`src/rtl/ifetch_pq_pkg.sv`:
```
// Shared defaults for the prefetching instruction-fetch unit and its queue.
package ifetch_pq_pkg;

    localparam int ADDR_W_DEF = 16;
    localparam int WORD_W_DEF = 32;
    localparam int DEPTH_DEF  = 4;
    localparam logic [ADDR_W_DEF-1:0] RESET_PC_DEF = '0;

    // Occupancy counters need one bit more than the pointers to represent "full".
    function automatic int cnt_w(input int depth);
        return $clog2(depth) + 1;
    endfunction

endpackage

```
`src/rtl/pq_fifo.sv`:
```
// Generic synchronous FIFO with flush, combinational head read and occupancy count.
module pq_fifo
    import ifetch_pq_pkg::*;
#(
    parameter int WIDTH = 8,
    parameter int DEPTH = 4
) (
    input  logic                     clk,
    input  logic                     rst,
    input  logic                     push_i,
    input  logic                     pop_i,
    input  logic                     flush_i,
    input  logic [WIDTH-1:0]         wdata_i,
    output logic [WIDTH-1:0]         rdata_o,
    output logic                     full_o,
    output logic                     empty_o,
    output logic [cnt_w(DEPTH)-1:0]  count_o
);

    localparam int PW = $clog2(DEPTH);
    localparam int CW = cnt_w(DEPTH);
    localparam logic [CW-1:0] DEPTH_C = CW'(DEPTH);

    logic [WIDTH-1:0] mem_q [DEPTH];
    logic [PW-1:0]    wr_ptr_q, rd_ptr_q;
    logic [CW-1:0]    count_q;
    logic             do_push, do_pop;

    // A pop frees the head slot, so a push into a full queue is legal alongside it.
    assign do_pop  = pop_i & ~empty_o;
    assign do_push = push_i & (~full_o | do_pop);

    assign empty_o = (count_q == '0);
    assign full_o  = (count_q == DEPTH_C);
    assign count_o = count_q;
    assign rdata_o = mem_q[rd_ptr_q];

    always_ff @(posedge clk) begin
        if (do_push && !flush_i && !rst) begin
            mem_q[wr_ptr_q] <= wdata_i;
        end
    end

    always_ff @(posedge clk) begin
        if (rst || flush_i) begin
            wr_ptr_q <= '0;
            rd_ptr_q <= '0;
            count_q  <= '0;
        end else begin
            if (do_push) wr_ptr_q <= wr_ptr_q + PW'(1);
            if (do_pop)  rd_ptr_q <= rd_ptr_q + PW'(1);
            case ({do_push, do_pop})
                2'b10:   count_q <= count_q + CW'(1);
                2'b01:   count_q <= count_q - CW'(1);
                default: count_q <= count_q;
            endcase
        end
    end

    always_ff @(posedge clk) begin
        if (!rst) begin
            assert (count_q <= DEPTH_C);
        end
    end

endmodule

```
`src/rtl/ifetch_pq.sv`:
```
// Instruction fetch with a prefetch queue: credit-based memory requests, FIFO
// capture of returned words and a valid/stall head handshake; branches flush.
module ifetch_pq
    import ifetch_pq_pkg::*;
#(
    parameter int ADDR_W = ADDR_W_DEF,
    parameter int WORD_W = WORD_W_DEF,
    parameter int DEPTH  = DEPTH_DEF,
    parameter logic [ADDR_W-1:0] RESET_PC = ADDR_W'(RESET_PC_DEF)
) (
    input  logic                     clk,
    input  logic                     rst,
    output logic [ADDR_W-1:0]        imem_addr_o,
    input  logic [WORD_W-1:0]        imem_q_i,
    input  logic [ADDR_W-1:0]        imem_ao_i,
    input  logic                     branch_i,
    input  logic [ADDR_W-1:0]        baddr_i,
    input  logic                     stall_i,
    output logic                     v_o,
    output logic [WORD_W-1:0]        inst_o,
    output logic [ADDR_W-1:0]        origaddr_o,
    output logic [cnt_w(DEPTH)-1:0]  count_o
);

    localparam int CW = cnt_w(DEPTH);
    localparam int OW = CW + 1;

    logic [ADDR_W-1:0]        pc_q, pc_d;
    logic                     req_v_q, req_v_d;
    logic                     push, pop, issue, fifo_full, fifo_empty;
    logic [OW-1:0]            occ;
    logic [WORD_W+ADDR_W-1:0] head;

    assign imem_addr_o = pc_q;
    assign v_o         = ~fifo_empty;
    assign pop         = v_o & ~stall_i & ~branch_i;
    assign push        = req_v_q & ~branch_i;

    // Slots committed after this cycle: stored entries plus the read in flight.
    assign occ   = {1'b0, count_o} + OW'(req_v_q) - OW'(pop);
    assign issue = ~branch_i & (occ < OW'(DEPTH));

    always_comb begin
        pc_d    = pc_q;
        req_v_d = issue;
        if (branch_i) begin
            pc_d = baddr_i;
        end else if (issue) begin
            pc_d = pc_q + ADDR_W'(1);
        end
    end

    always_ff @(posedge clk) begin
        if (rst) begin
            pc_q    <= RESET_PC;
            req_v_q <= 1'b0;
        end else begin
            pc_q    <= pc_d;
            req_v_q <= req_v_d;
        end
    end

    pq_fifo #(
        .WIDTH (WORD_W + ADDR_W),
        .DEPTH (DEPTH)
    ) u_fifo (
        .clk     (clk),
        .rst     (rst),
        .push_i  (push),
        .pop_i   (pop),
        .flush_i (branch_i),
        .wdata_i ({imem_q_i, imem_ao_i}),
        .rdata_o (head),
        .full_o  (fifo_full),
        .empty_o (fifo_empty),
        .count_o (count_o)
    );

    assign inst_o     = head[WORD_W+ADDR_W-1:ADDR_W];
    assign origaddr_o = head[ADDR_W-1:0];

    // Credit logic must never let a capture land in a full queue without a pop.
    always_ff @(posedge clk) begin
        if (!rst) begin
            assert (!(push && fifo_full && !pop));
        end
    end

endmodule

```
`config.mk`:
```
export PLATFORM = sky130hd
export DESIGN_NAME = ifetch_pq
export DESIGN_NICKNAME = d
export VERILOG_FILES = /design/src/rtl/ifetch_pq_pkg.sv /design/src/rtl/pq_fifo.sv /design/src/rtl/ifetch_pq.sv
export SDC_FILE = /design/constraint.sdc
export NUM_CORES = 1
export LEC_CHECK = 0
export CORE_MARGIN = 4
export CORE_UTILIZATION = 53
export CTS_CLUSTER_DIAMETER = 50
export DETAILED_ROUTE_END_ITERATION = 12
export HOLD_SLACK_MARGIN = 0.15
export PLACE_DENSITY = 0.85
export SYNTH_ARGS = -nofsm -noshare
export SYNTH_HDL_FRONTEND = slang
export SYNTH_SLANG_ARGS = --single-unit
```
`constraint.sdc`:
```
create_clock -name clk -period 4 [get_ports clk]
set_input_delay 0.4 -clock clk [delete_from_list [all_inputs] [get_ports clk]]
set_output_delay 0.4 -clock clk [all_outputs]
set_load 0.005 [all_outputs]
```
Word level (Yosys, flattened, before mapping):

Memories as Yosys holds them, arrays and structs flattened. A register that Yosys moved wholly into a read port is not among the register bits.
Index checks and enable logic that the tools add are counted.

* flip-flop bits (word level): 24
* memories: 1
* input port bits: 68
* memory bits (writable): 192
* word-level logic and storage cells: 43
* output and inout port bits: 68

Memories
* u_fifo.mem_q: words 4, width 48, read ports 1, clocked after Yosys merged registers in 1, write ports 1, line pq_fifo.sv:24 `logic [WIDTH-1:0] mem_q [DEPTH];`

* bitwise gates (word level): 11
* magnitude comparators: 1
* multiplexer cells: 7
* $add $sub $neg: 7
* reductions and logical operators: 8
* eq/ne operators: 3

Operators with widths (count)
* $mux 16: 2
* $add 16x1->16 const B: 1
* $and 1x1->1: 6
* $pmux 3 s2: 1
* $add 2x1->2 const B: 2
* $add 3x1->4: 1
* $lt 4x3->1 const B: 1
* $mux 2: 2
* $not 1->1: 4
* $reduce_bool 2->1: 2
* $sub 4x1->4: 1
* $add 3x1->3 const B: 1
* $eq 3x3->1 const B: 1
* $logic_not 3->1: 1
* $sub 3x1->3 const B: 1
* $eq 2x1->1 const B: 1
* $eq 2x2->1 const B: 1
* $logic_and 1x1->1: 2
* $logic_not 1->1: 2
* $mux 1: 2
* $logic_or 1x1->1: 1
* $or 1x1->1: 1

Longest topological paths before layout:

Gate-level depths: netlist of the first run.

* depth in word-level cells: 11
* mapped depth: 12
* gate-level depth less buffers: 10

Modules after synthesis:

A second synthesis of the first run with hierarchy kept.

* cells, all modules: 461
* area total of the unflattened synthesis: 8628.3 µm²

By module, submodules not included
* pq_fifo: area an instance 7484.7 µm², cells each 318, instances 1, seq. area each 5945.7 µm²
* ifetch_pq: area an instance 1143.6 µm², cells each 143, instances 1, seq. area each 340.3 µm²

Least setup slack after synthesis of the first run:

Ideal clock, no wire load.

* kind: register -> register
* start: register u_fifo.count_q[2], in the netlist u_fifo.count_o[2]
* end: register pc_q[7], in the netlist imem_addr_o[7]
* cell stages (with the launch flop): 13
* clock period less this slack: 3.010 ns
* path slack: 0.990 ns
* arrival time: 2.919 ns
* required time: 3.909 ns
* cells stage by stage: dfxtp_1 > buf_4 > nor3_1 > nor3_1 > ha_1 > inv_1 > ha_1 > and3b_1 > or4_4 > and2_1 > buf_6 > or4_1 > a311oi_1

* word-level cells in the longest chain between the ends: 8
* elaborated cells between the ends (all ways): 9
* those cells by class: add/sub: 2; order compare: 1; bitwise: 4; reduce/logical: 2

RTL lines
* from (decl): line pq_fifo.sv:26 `logic [CW-1:0] count_q;`
* from (signal assigned): line pq_fifo.sv:53 `2'b10: count_q <= count_q + CW'(1);`
* from (signal assigned): line pq_fifo.sv:54 `2'b01: count_q <= count_q - CW'(1);`
* from (signal assigned): line pq_fifo.sv:55 `default: count_q <= count_q;`
* $logic_not 3->1: line pq_fifo.sv:33 `assign empty_o = (count_q == '0);`
* $not 1->1: line ifetch_pq.sv:35 `assign v_o = ~fifo_empty;`
* $and 1x1->1 (2 in series): line ifetch_pq.sv:36 `assign pop = v_o & ~stall_i & ~branch_i;`
* $sub 4x1->4 (*): line ifetch_pq.sv:40 `assign occ = {1'b0, count_o} + OW'(req_v_q) - OW'(pop);`
* $lt 4x3->1 (*): line ifetch_pq.sv:41 `assign issue = ~branch_i & (occ < OW'(DEPTH));`
* $and 1x1->1 (*): line ifetch_pq.sv:41
* $reduce_bool 2->1 (no source line) (*)
* to (signal assigned): line ifetch_pq.sv:58 `pc_q <= pc_d;`
* to (decl): line ifetch_pq.sv:28 `logic [ADDR_W-1:0] pc_q, pc_d;`

Every way passes the cells marked *; elsewhere a longest branch is shown, timed or not.
A chain may end at the register's enable or synchronous reset.

Final worst setup path of the first run:

Same ends and word-level chain as after synthesis.

==> results of run 1 <==
-- cell type report --
cell class / count / area share
Multi-Input combinational cell: 173 / 0.1847
Clock inverter: 6 / 0.003065
Sequential cell: 218 / 0.5928
Tap cell: 211 / 0.02488
Clock buffer: 33 / 0.05871
Inverter: 10 / 0.003537
Timing Repair Buffer: 142 / 0.1323
-- sequential cells by signal, summed over array words and instances, names as in the netlist, named ones only --
register	count
u_fifo.rd_ptr_q	2
req_v_q	1
u_fifo.count_o	3
u_fifo.mem_q	192
imem_addr_o	16
u_fifo.wr_ptr_q	2
-- cell usage in the layout (no fill, tap or decap), types with 2 or more instances in the layout --
cell type and n:
and2_2 4, xnor2_1 17, ha_1 8, clkbuf_1 9, edfxtp_1 192, nor2_1 23
clkinv_1 2, clkbuf_16 23, clkinv_2 4, nand4_1 2, o22ai_1 2, and4_1 2
nand3_1 7, a211oi_1 15, nor3_1 2, clkdlybuf4s50_1 135, o21bai_1 2, or4_1 2
a311oi_1 3, nand2_1 8, dfxtp_1 24, a2111oi_0 3, o21ai_0 2, buf_4 7
a21oi_1 8, mux4_2 48, xor2_1 3, inv_1 9, a2111oi_2 2
-- worst paths after layout --
check	startpoint	endpoint	slack [ps]
worst max-delay path	u_fifo.count_o[2]	imem_addr_o[7]	690
worst min-delay path	baddr_i[12]	imem_addr_o[12]	510
worst max register to register	u_fifo.count_o[2]	imem_addr_o[7]	690
worst min register to register	u_fifo.rd_ptr_q[0]	flip-flop	530
-- stage by stage --
stage	power [mW]	area [um2]
5_1_grt	4.756	10610
4_1_cts	4.633	10610
2_1_floorplan	2.642	8367
3_5_place_dp	2.796	9957
6_report	4.578	10610
3_3_place_gp	2.788	9957
-- worst max-delay path: stages, from the launching register on --
cell and delay (ps):
dfxtp_1 400, nor3_1 450, nor3_1 90, ha_1 200
inv_1 60, ha_1 220, and3b_1 180, or4_4 580
and2_1 260, or4_1 510, a311oi_1 260
-- kinds of logic after synthesis --
group	share of synthesized area
mux	0.1304
compound gates	0.03559
buf+inv	0.01495
xor+xnor	0.02094
flops	0.7513
simple gates	0.03245
fa+ha+maj	0.01436
-- power by group --
group          total, mW  internal (mW)  switching (mW)
sequential          2.52           2.50          0.0263
clock               1.83           1.07           0.754
combinational      0.225          0.136          0.0886
-- layer usage --
layer,global-route usage,share of wire,vias up
met1,0.2410,0.40,2184
met3,0.04230,0.085,26
met5,0,0,-
li1,-,-,2005
met4,0.03200,0.012,0
met2,0.3078,0.50,210
==> results.py, run 1 <==
metrics = {
    "die": {
        "dieArea_um2": 17860,
        "die_w_um": 133.6,
        "rows": 45,
        "io_pins": 136,
        "die_h_um": 133.6,
        "start_util": 0.5463,
        "core_um2": 15310,
    },
    "min_path": {
        "hold_class": "input port to flip-flop",
        "min_delay_path_depth": 3,
    },
    "sta": {
        "hold_viol_final": 0,
        "slew_viol_final": 0,
        "hold_ws_ps": 511.2,
        "max_freq_ghz": 0.3017,
        "setup_slack_ps": 685.4,
        "max_slew.worst_pin.slew_ps": 957.4,
        "clock_skew_ps": 7.620,
        "fin_crit_sh": 0.8286,
        "rsz0062_at_grt": "false",
        "setup_tns_ps": 0,
        "period_minus_slack_ps": 3315,
        "setup-violations-final": 0,
        "slew_headroom": 0.3589,
    },
    "routing": {
        "wl_per_cell_um": 20.09,
        "routed_wirelength_um": 15930,
        "via_per_inst": 5.580,
        "drt_iter0_markers": 256,
        "ant_nets": 0,
        "drc": 0,
        "drtPass1Iterations": 5,
        "via_count": 4425,
    },
    "clocking": {
        "clk_pin_slew_worst_paths_ps": 60,
        "cts_root_buf": "clkbuf_16",
        "h-tree-depth": 1,
        "cts_tree": "yes",
        "post_cts_buffers": 0,
        "cts.sinks": 218,
        "ctsHoldBuffers": 0,
        "cts_resized": 0,
        "clk_latency_ps": 480,
        "clockBufferDepth": 3,
        "cts_buffers": 22,
    },
    "final_layout": {
        "multiInputGateArea_um2": 1961,
        "area_growth_pct": 26.84,
        "layout.nets": 644,
        "antenna-diode-count": 0,
        "nFillCells": 1003,
        "final_util": 0.6930,
        "drive_gt1_frac": 0.1615,
        "layout.cells.non_filler": 793,
        "register_area_um2": 6291,
    },
    "placement": {
        "port_buffers": 135,
        "place_hpwl_um": 9799,
        "dp.cells": 754,
        "place_ws_ps": 427.3,
        "routabilityCongestion": 0.8738,
    },
    "logic_synthesis": {
        "yosysUniqueCellTypes": 38,
        "synth_cells": 421,
        "synth_area_leaders": "edfxtp_1 69%, mux4_2 13%, dfxtp_1 6.2%, xnor2_1 1.8%, a211oi_1 1.3%",
        "synth_top_cell_area_share": 0.6891,
        "yosysTopAreaCell": "edfxtp_1",
        "ys_seq_elements": 218,
        "synth_fp_nets": 498,
        "synth-async-reset-ratio": 0,
        "yosysSeqAreaShare": 0.7513,
        "syn_area_um2": 8367,
        "yosysMostFrequentCell": "edfxtp_1",
        "synth-edff-count": 192,
        "syn_avg_cell_area_um2": 19.87,
        "yosys_warnings": 0,
        "synth_ff_type": "edfxtp_1",
        "synth_common_cells": "192 x edfxtp_1, 48 x mux4_2, 26 x dfxtp_1",
    },
    "critical_path": {
        "critical_path.startpoint_type": "flip-flop",
        "critPathMaxFanout": 14,
        "arrival_ps": 3700,
        "end_kind": "flip-flop",
        "critPathRequiredTime_ps": 4380,
        "reg2reg_depth": 10,
        "worst-setup-path-type": "flip-flop to flip-flop",
    },
    "global_route": {
        "grt_usage": 0.1796,
        "grt_max_degree": 49,
        "antenna_found_initial": 0,
        "overflow": 0,
        "grt_pass1_vias": 4748,
        "grt_pass1_wl_um": 25290,
    },
    "pwr": {
        "peakVddDrop_mv": 0.3261,
        "p_leak_nw": 3.312,
        "power_density_nw_per_um2": 431.4,
    },
    "outcome": {
        "status": "complete, no violations",
    },
    "run": {
        "maxCapViolCount": 0,
    },
}
No activity file was read; power rests on OpenSTA's default activity.
==> run 2: changes to the inputs <==
==> constraint.sdc (replaced) <==
create_clock -name clk -period 3.45 [get_ports clk]
set_input_delay 0.345 -clock clk [delete_from_list [all_inputs] [get_ports clk]]
set_output_delay 0.345 -clock clk [all_outputs]
set_load 0.005 [all_outputs]
==> results.py, run 2 (synthesis results as in run 1) <==
metrics = {
    "die": {
        "start_util": 0.5463,
        "rows": 45,
        "dieArea_um2": 17860,
        "core_um2": 15310,
        "io_pins": 136,
        "die_w_um": 133.6,
        "die_h_um": 133.6,
    },
    "outcome": {
        "status": "complete, no violations",
    },
    "pwr": {
        "seq_power_share": 0.510,
        "p_clk_frac": 0.444,
        "p_leak_nw": 3.409,
        "peakVddDrop_mv": 0.4960,
        "combPwrFrac": 0.046,
        "power_density_nw_per_um2": 528.5,
        "p_sw_mw": 1.139,
        "internal_power_mw": 4.598,
        "power.share.switching": 0.1986,
    },
    "final_layout": {
        "layout_commonest_cell": "edfxtp_1",
        "design_area_um2": 10860,
        "top_register": "u_fifo.mem_q",
        "drive_gt1_frac": 0.1772,
        "area_growth_pct": 29.74,
        "layout.nets": 647,
        "nFillCells": 970,
        "antenna-diode-count": 0,
        "final_cell_mix": "192 x edfxtp_1, 135 x clkdlybuf4s50_1, 48 x mux4_2",
        "multiInputGateArea_um2": 1967,
        "register_area_um2": 6291,
        "largest_register_ffs": 192,
    },
    "critical_path": {
        "cpMostUsedCell": "ha_1",
        "critPathMaxFanout": 14,
        "cp_top_family": "simple AND/OR/NAND/NOR gates",
        "critical_path.startpoint_type": "flip-flop",
        "slowest_stage": "or4_4",
        "end_kind": "flip-flop",
        "slowest_delay_ps": 580,
        "worst-setup-path-type": "flip-flop to flip-flop",
        "arrival_ps": 3560,
        "cp.buffers_inverters": 1,
        "path_cells": "nor3_2, nor3_1, ha_1, inv_1, ha_1, and3b_1, or4_4, and2_1, or4_1, a311oi_1",
        "critPathRequiredTime_ps": 3840,
    },
    "global_route": {
        "grt_usage": 0.1836,
        "grt_pass1_wl_um": 25650,
        "antenna_found_initial": 0,
        "overflow": 0,
        "grt_max_degree": 49,
        "grt_pass1_vias": 4832,
    },
    "routing": {
        "drtPass1Iterations": 6,
        "drt_iter0_markers": 271,
        "routed_wirelength_um": 16100,
        "wl_met2_um": 7951,
        "wl_met1_um": 6778,
        "via_count": 4467,
        "drc": 0,
        "wl_per_cell_um": 20.17,
        "via_per_inst": 5.598,
        "ant_nets": 0,
        "dr.max_layer_used": "met4",
        "met3_length_um": 1130,
    },
    "clocking": {
        "clk_pin_slew_worst_paths_ps": 60,
        "clockBufferDepth": 3,
        "h-tree-depth": 1,
        "cts_root_buf": "clkbuf_16",
        "cts_resized": 0,
        "post_cts_buffers": 0,
        "cts_tree": "yes",
        "cts_buffers": 24,
        "cts.sinks": 218,
        "ctsHoldBuffers": 0,
        "clk_latency_ps": 500,
    },
    "placement": {
        "routabilityCongestion": 0.9027,
        "place_hpwl_um": 9989,
        "placed_area_um2": 10040,
        "port_buffers": 135,
    },
    "sta": {
        "rsz0062_at_grt": "false",
        "fin_crit_sh": 0.9184,
        "max_slew.worst_pin.slew_ps": 692.8,
        "period_minus_slack_ps": 3168,
        "setup-violations-final": 0,
        "slew_viol_final": 0,
        "setup_tns_ps": 0,
        "max_freq_ghz": 0.3156,
        "hold_viol_final": 0,
        "slew_headroom": 0.5367,
        "hold_ws_ps": 442.2,
        "clock_skew_ps": 8.944,
    },
    "min_path": {
        "hold_class": "input port to flip-flop",
    },
    "run": {
        "maxCapViolCount": 0,
    },
}
==> run 2: worst reg2reg max path, stage by stage (launching register included) <==
cell and delay, ps:
dfxtp_1 490, nor3_2 120, nor3_1 150, ha_1 170, inv_1 40, ha_1 250
and3b_1 170, or4_4 580, and2_1 270, or4_1 520, a311oi_1 290
==> run 2: stage by stage <==
| step | utilization | setup WS [ps] | power [mW] | instances |
|---|---|---|---|---|
| 3_3_place_gp | 0.6556 | 126.0 | 3.235 | 755 |
| 3_5_place_dp | 0.6556 | 38.93 | 3.246 | 755 |
| 4_1_cts | 0.7084 | 151.2 | 5.791 | 798 |
| 2_1_floorplan | - | 440.3 | 3.063 | 421 |
| 5_1_grt | 0.7088 | 91.93 | 5.948 | 798 |
| 6_report | 0.7088 | 281.7 | 5.737 | 798 |
==> run 2: final timing paths <==
kind	start	endpoint	slack [ps]	cells past startpoint
max	u_fifo.count_o[2]	imem_addr_o[7]	280	10
min	baddr_i[15]	imem_addr_o[15]	440	3
max reg2reg	u_fifo.count_o[2]	imem_addr_o[7]	280	10
min reg2reg	u_fifo.rd_ptr_q[0]	u_fifo.rd_ptr_q[0]	550	2
==> run 2: cell type report <==
| type | count | area share |
|---|---|---|
| Tap cell | 211 | 0.02432 |
| Inverter | 10 | 0.003458 |
| Clock buffer | 31 | 0.06155 |
| Sequential cell | 218 | 0.5795 |
| Timing Repair Buffer | 143 | 0.1369 |
| Multi-Input combinational cell | 173 | 0.1812 |
| Clock inverter | 12 | 0.01302 |
==> run 2: power by group through the flow <==
| stage | registers (mW) | logic (mW) | clock network [mW] |
|---|---|---|---|
| 2_1_floorplan | 2.97 | 0.0885 | 0 |
| 3_3_place_gp | 2.98 | 0.256 | 0 |
| 3_5_place_dp | 2.98 | 0.266 | 0 |
| 4_1_cts | 2.92 | 0.268 | 2.60 |
| 5_1_grt | 2.93 | 0.288 | 2.73 |
| 6_report | 2.93 | 0.266 | 2.54 |
==> run 2: per-layer routing <==
layer  track usage  up-vias
li1              -     2019
met1        0.2459     2253
met2        0.3081      168
met3       0.05287       27
met4       0.03257        0
met5             0        -
